File: src/rtl/despejo_pkg.sv
// Shared types and defaults for the register-file dump engine.
package despejo_pkg;

    typedef enum logic [1:0] {
        OCIOSO,
        LER,
        ENVIAR,
        FIM
    } estado_t;

    localparam int NUM_REGS_PADRAO      = 32;
    localparam int BYTES_PALAVRA_PADRAO = 4;
    localparam int LARG_END             = 5;
    localparam int LARG_PALAVRA         = 32;

endpackage

File: src/rtl/serializador_palavra.sv
// Word-to-byte serializer: loads a 32-bit word and shifts it out LSB first.
module serializador_palavra
    import despejo_pkg::*;
#(
    parameter int BYTES_PALAVRA = BYTES_PALAVRA_PADRAO
) (
    input  logic                    clock,
    input  logic                    reset,
    input  logic                    i_carregar,
    input  logic                    i_deslocar,
    input  logic [LARG_PALAVRA-1:0] i_palavra,
    output logic [7:0]              o_byte,
    output logic                    o_ultimo
);

    localparam int LARG_CNT = (BYTES_PALAVRA > 1) ? $clog2(BYTES_PALAVRA) : 1;

    logic [LARG_PALAVRA-1:0] r_desloc;
    logic [LARG_CNT-1:0]     r_cont;

    always_ff @(posedge clock) begin
        if (!reset) begin
            r_desloc <= '0;
            r_cont   <= '0;
        end else if (i_carregar) begin
            r_desloc <= i_palavra;
            r_cont   <= '0;
        end else if (i_deslocar) begin
            r_desloc <= {8'h00, r_desloc[LARG_PALAVRA-1:8]};
            r_cont   <= r_cont + 1'b1;
        end
    end

    assign o_byte   = r_desloc[7:0];
    assign o_ultimo = (r_cont == LARG_CNT'(BYTES_PALAVRA - 1));

endmodule

File: src/rtl/despejo_registradores.sv
// Dumps every register of the register file as a byte stream with valid/ready.
module despejo_registradores
    import despejo_pkg::*;
#(
    parameter int NUM_REGS      = NUM_REGS_PADRAO,
    parameter int BYTES_PALAVRA = BYTES_PALAVRA_PADRAO
) (
    input  logic                    clock,
    input  logic                    reset,
    input  logic                    iniciar,
    input  logic                    cancelar,
    input  logic [LARG_PALAVRA-1:0] dado_reg,
    input  logic                    pronto_saida,
    output logic [LARG_END-1:0]     endereco_reg,
    output logic [7:0]              byte_saida,
    output logic                    valido_saida,
    output logic                    ocupado,
    output logic                    concluido
);

    estado_t             r_estado;
    estado_t             w_prox;
    logic [LARG_END-1:0] r_end;
    logic                r_concluido;
    logic                w_carregar;
    logic                w_transf;
    logic                w_ultimo;
    logic                w_end_ult;
    logic [7:0]          w_byte;

    assign w_transf  = (r_estado == ENVIAR) && pronto_saida && !cancelar;
    assign w_end_ult = (r_end == LARG_END'(NUM_REGS - 1));

    always_comb begin
        w_prox     = r_estado;
        w_carregar = 1'b0;
        unique case (r_estado)
            OCIOSO: begin
                if (iniciar)
                    w_prox = LER;
            end
            LER: begin
                w_carregar = 1'b1;
                w_prox     = ENVIAR;
            end
            ENVIAR: begin
                if (w_transf && w_ultimo)
                    w_prox = w_end_ult ? FIM : LER;
            end
            FIM: begin
                w_prox = OCIOSO;
            end
            default: begin
                w_prox = OCIOSO;
            end
        endcase
        // Abort wins over any transfer or completion in the same cycle.
        if (cancelar && (r_estado != OCIOSO))
            w_prox = OCIOSO;
    end

    always_ff @(posedge clock) begin
        if (!reset) begin
            r_estado    <= OCIOSO;
            r_end       <= '0;
            r_concluido <= 1'b0;
        end else begin
            r_estado    <= w_prox;
            r_concluido <= (r_estado == FIM) && !cancelar;
            if ((r_estado == OCIOSO) && iniciar)
                r_end <= '0;
            else if (w_transf && w_ultimo && !w_end_ult)
                r_end <= r_end + 1'b1;
        end
    end

    serializador_palavra #(
        .BYTES_PALAVRA(BYTES_PALAVRA)
    ) u_serializador (
        .clock     (clock),
        .reset     (reset),
        .i_carregar(w_carregar),
        .i_deslocar(w_transf),
        .i_palavra (dado_reg),
        .o_byte    (w_byte),
        .o_ultimo  (w_ultimo)
    );

    assign endereco_reg = r_end;
    assign byte_saida   = w_byte;
    assign valido_saida = (r_estado == ENVIAR);
    assign ocupado      = (r_estado != OCIOSO);
    assign concluido    = r_concluido;

endmodule

File: config.mk
export PLATFORM = sky130hd
export DESIGN_NAME = despejo_registradores
export DESIGN_NICKNAME = d
export VERILOG_FILES = /design/src/rtl/despejo_pkg.sv /design/src/rtl/serializador_palavra.sv /design/src/rtl/despejo_registradores.sv
export SDC_FILE = /design/constraint.sdc
export NUM_CORES = 1
export LEC_CHECK = 0
export CAP_MARGIN = 25
export CORE_MARGIN = 2
export CORE_UTILIZATION = 40
export DETAILED_ROUTE_END_ITERATION = 7
export PLACE_DENSITY = 0.71
export SLEW_MARGIN = 20
export SYNTH_ARGS = -nofsm -noshare
export SYNTH_HDL_FRONTEND = slang
export SYNTH_SLANG_ARGS = --single-unit
export TNS_END_PERCENT = 1
File: constraint.sdc
create_clock -name clock -period 4.8 [get_ports clock]
set_clock_uncertainty 0.1 [all_clocks]
set_input_delay 0.96 -clock clock [delete_from_list [all_inputs] [get_ports clock]]
set_output_delay 0.96 -clock clock [all_outputs]
set_load 0.01 [all_outputs]
== Word level (Yosys, flattened, before mapping) ==
Cells that the tools add are included.

* Register bits: 42
* Input port bits: 37
* Output and inout port bits: 16

* Add/subtract/negate cells: 2
* Eq/ne operators: 7
* Mux-type cells: 7
* Bitwise gates (word level): 1
* Reductions and logical operators: 16

{| class="wikitable"
|+ Operators by type and width
! kind !! count
|-
| $mux 32 || 2
|-
| $pmux 2 s4 || 1
|-
| $logic_and 1x1->1 || 7
|-
| $eq 2x2->1 const B || 3
|-
| $mux 2 || 3
|-
| $reduce_or 2->1 || 3
|-
| $add 5x1->5 const B || 1
|-
| $eq 5x5->1 const B || 1
|-
| $reduce_bool 2->1 || 2
|-
| $add 2x1->2 const B || 1
|-
| $eq 2x1->1 const B || 1
|-
| $logic_not 1->1 || 2
|-
| $logic_not 2->1 || 1
|-
| $ne 2x1->1 const B || 1
|-
| $ne 2x2->1 const B || 1
|-
| $reduce_and 2->1 || 1
|-
| $mux 1 || 1
|-
| $not 1->1 || 1
|}

== Depth between registers and ports, before layout ==
* Depth after elaboration: 6
* Depth in mapped cells: 6
* Gate-level depth less buffers: 6

== Modules after synthesis ==
A second synthesis with hierarchy kept.

* Cells, all modules: 205
* Area total of the unflattened synthesis: 2,172.1 sq um

{| class="wikitable"
|+ By module, submodules not included
! module !! instances !! cells an instance !! area each (sq um)
|-
| serializador_palavra || 1 || 158 || 1,775.5
|-
| despejo_registradores || 1 || 47 || 396.6
|}

== Worst setup path before layout ==
OpenSTA, ideal clock, no wires.

* Path type: in2reg
* From: input port cancelar
* To: register r_end[3] (netlist: endereco_reg[3])
* Arrival time: 1.867 ns
* Path slack: 2.761 ns
* Stages: 4
* Path buffers: 1
* Cells stage by stage: nand4bb_1 buf_2 or4_1 a21oi_1

* Longest elaborated chain between the ends: 4

{| class="wikitable"
|+ Ends and longest elaborated chain
! element !! RTL line !! source
|-
| start: declaration || despejo_registradores.sv:11 || <nowiki>input logic cancelar,</nowiki>
|-
| $logic_not 1->1 || despejo_registradores.sv:31 || <nowiki>assign w_transf = (r_estado == ENVIAR) && pronto_saida && !cancelar;</nowiki>
|-
| $logic_and 1x1->1 || despejo_registradores.sv:31 ||
|-
| $logic_and 1x1->1 (2 in a row) || despejo_registradores.sv:72 || <nowiki>else if (w_transf && w_ultimo && !w_end_ult)</nowiki>
|-
| end signal: assignment || despejo_registradores.sv:73 || <nowiki>r_end <= r_end + 1'b1;</nowiki>
|-
| end: declaration || despejo_registradores.sv:23 || <nowiki>logic [LARG_END-1:0] r_end;</nowiki>
|}

Every way passes these cells.
A chain may end at the register's enable or synchronous reset.

== Worst setup path after layout ==
* From: register r_estado[1]
* To: output port valido_saida

* Longest elaborated chain between the ends: 1

{| class="wikitable"
|+ Ends and longest elaborated chain
! element !! RTL line !! source
|-
| start: declaration || despejo_registradores.sv:21 || <nowiki>estado_t r_estado;</nowiki>
|-
| start signal: assignment || despejo_registradores.sv:68 || <nowiki>r_estado <= w_prox;</nowiki>
|-
| $eq 2x2->1 || despejo_registradores.sv:91 || <nowiki>assign valido_saida = (r_estado == ENVIAR);</nowiki>
|-
| end: declaration || despejo_registradores.sv:16 || <nowiki>output logic valido_saida,</nowiki>
|}

Every way passes these cells.

==> impl_metrics.env <==
export IMPL_post_cts_buffers=0
export IMPL_r2r_slack_ns=2.79
export IMPL_die_y_um=72.6
export IMPL_status="finished clean"
export IMPL_holdPathEnd="u_serializador.r_cont[1]$_SDFFE_PP0P_"
export IMPL_vias_per_cell=5.35
export IMPL_grt_pass1_wl_mm=6.67
export IMPL_grt_ovfl_total=0
export IMPL_grt_pass1_vias=1423
export IMPL_synth_top_area_cell="dfxtp_1"
export IMPL_finalHoldViolations=0
export IMPL_grt_max_degree=43
export IMPL_final_nets=287
export IMPL_clock_fmax_mhz=388
export IMPL_via_count=1605
export IMPL_ant_nets=0
export IMPL_synth_area_um2=1880
export IMPL_worst_slew_pin_slew_ns=0.627
export IMPL_antenna_diode_count=0
export IMPL_max_vdd_ir_drop_uv=161
export IMPL_ys_async_sr_fraction_pct=0
export IMPL_io_pins=53
export IMPL_reg2reg_to="endereco_reg[3]$_SDFFE_PP0P_"
export IMPL_core_area_um2=4440
export IMPL_synth_area_top_cells="dfxtp_1, a21boi_1, a22oi_1, nand3_1, buf_4"
export IMPL_synthToLayoutAreaGrowth_pct=31.3
export IMPL_period_minus_slack_ns=2.58
export IMPL_cts_resized=0
export IMPL_drt_initial_drc_count=171
export IMPL_first_pass_iters=4
export IMPL_worstReg2RegStart="endereco_reg[0]$_SDFFE_PP0P_"
export IMPL_rsz0062_at_grt="no"
export IMPL_num_fill_cells=451
export IMPL_synthesis_nets=251
export IMPL_post_route_period_util_pct=53.7
export IMPL_wl_mm=4.10
export IMPL_setup_viol=0
export IMPL_crit_family="buffers and inverters"
export IMPL_dpl_hpwl_mm=2.66
export IMPL_h_tree_depth=2
export IMPL_crit_path_end_kind="output port"
export IMPL_clock_latency_ns=0.29
export IMPL_drv_cap=0
export IMPL_hp_start="u_serializador.r_cont[1]$_SDFFE_PP0P_"
export IMPL_crit_path_start_kind="register"
export IMPL_multi_input_area_um2=892
export IMPL_io_buffers=52
export IMPL_crit_type="reg2out"
export IMPL_worstHoldPathCells=2
export IMPL_synthTopCellsByCount="dfxtp_1, nand3_1, a21boi_1"
export IMPL_hold_buffers=0
export IMPL_root_buffer="clkbuf_8"
export IMPL_yosys_cell_types_count=26
export IMPL_largest_reg_flops=32
export IMPL_slowest_stage="clkdlybuf4s50_1"
export IMPL_dieWidth_um=72.6
export IMPL_crit_buf_inv=1
export IMPL_regArea_um2=841
export IMPL_synth_edf_count=0
export IMPL_post_route_drc_count=0
export IMPL_wl_per_cell_um=13.7
export IMPL_max_stage_delay_ns=0.55
export IMPL_initial_core_util_pct=42.3
export IMPL_reg2reg_depth=6
export IMPL_setup_ws_ns=2.22
export IMPL_syn_mean_instance_area_um2=8.91
export IMPL_p_leak_nw=0.847
export IMPL_powerDensity_nw_per_um2=294
export IMPL_synthCells=211
export IMPL_place_congestion=0.757
export IMPL_cp_data_required_time_ns=3.74
export IMPL_synthFlopType="dfxtp_1"
export IMPL_drive_gt1_share_pct=6.05
export IMPL_hold_path_class="reg2reg"
export IMPL_pre_cts_ws_ns=1.73
export IMPL_cts_buffer_depth=2
export IMPL_ys_warn_count=0
export IMPL_seq_area_frac_synth_pct=44.7
export IMPL_die_area_um2=5270
export IMPL_crit_fanout=9
export IMPL_placementRows=24
export IMPL_setup_tns_ns=0
export IMPL_drv_slew=0
export IMPL_cts_clk_slew_worst_paths_ns=0.07
export IMPL_synth_seq_cells=42
export IMPL_crit_chain="nor2b_1 -> clkdlybuf4s50_1"
export IMPL_antenna_found_initial=0
export IMPL_arrival_ns=1.52
export IMPL_grt_use_total_pct=16.3
export IMPL_synth_top_cell_area_share_pct=44.7
export IMPL_cts_buffers=5
export IMPL_cts_sink_count=42
export IMPL_synth_most_common_cell="dfxtp_1"
export IMPL_max_slew_margin_pct=58.2
export IMPL_cts_tree="yes"
## layout by cell type, fill, tap and decap left out, drive strengths merged, types with 2 or more instances in the layout
cell type       n
a21oi           7
nor2            2
or4             2
nand2b          3
o31ai           2
nand3          35
o21ai           5
inv             3
clkdlybuf4s50  52
nand2          13
a21boi         32
clkbuf          6
ha              3
a22oi          24
dfxtp          42
nor2b           3
buf             4
## worst max-delay path by stage
stage	startpoint	to	slack [ns]	cells past startpoint
2_1_floorplan	cancelar	endereco_reg[3]$_SDFFE_PP0P_	2.76	4
3_3_place_gp	cancelar	u_serializador.r_desloc[13]$_SDFFE_PN0P_	1.85	4
3_5_place_dp	cancelar	r_estado[0]$_SDFFE_PP0P_	1.73	4
4_1_cts	cancelar	r_estado[0]$_SDFFE_PP0P_	2.04	4
5_1_grt	r_estado[1]$_SDFFE_PP0P_	valido_saida	2.14	2
6_report	r_estado[1]$_SDFFE_PP0P_	valido_saida	2.22	2
## stage by stage
stage / total power [W] / cell area, µm² / cells / hold WS (ns) / utilization, %
2_1_floorplan: 0.000420 / 1880 / 211 / 0.338 / -
3_3_place_gp: 0.000463 / 2360 / 292 / 0.347 / 53.1
3_5_place_dp: 0.000465 / 2360 / 292 / 0.358 / 53.1
4_1_cts: 0.000734 / 2470 / 300 / 0.369 / 55.6
5_1_grt: 0.000760 / 2470 / 300 / 0.387 / 55.6
6_report: 0.000727 / 2470 / 300 / 0.366 / 55.6
## area by class of cell
type	instances	area share [%]
Clock buffer	6	2.94
Clock inverter	2	1.52
Inverter	3	0.456
Multi-Input combinational cell	139	36.1
Sequential cell	42	34.0
Tap cell	52	2.63
Timing Repair Buffer	56	22.3
## tightest hold or removal path, cell delays in order, from the launching register on
cell,delay [ns]
dfxtp_1,0.32
nand2_1,0.05
a21oi_1,0.05
## per-layer routing
metal	track usage (%)	wire length, µm	part of all wire [%]	vias up
met5	0	0	0	-
met4	4.32	24	0.58	0
met3	5.56	225	5.5	2
met2	24.9	1860	45	42
met1	22.0	2000	49	732
li1	-	-	-	829
## report_power, final
| group | leakage, nW | internal (W) | switching (W) | total, W |
|---|---|---|---|---|
| sequential | 0.342 | 0.000362 | 0.00000797 | 0.000370 |
| clock | 0.0514 | 0.000155 | 0.000116 | 0.000271 |
| combinational | 0.454 | 0.0000512 | 0.0000347 | 0.0000859 |
## cells by family (layout without fill, tap and decap cells)
logic type / Yosys count / count (layout) / share of synthesized area (%)
AND/OR/NAND/NOR: 64 / 64 / 17.8
buffers and inverters: 30 / 67 / 8.25
flip-flops: 42 / 42 / 44.7
adder cells (fa/ha/maj): 3 / 3 / 2.00
AO/OA/AOI/OAI: 71 / 71 / 26.8
XOR/XNOR: 1 / 1 / 0.466
No activity file was read; power rests on OpenSTA's default activity.
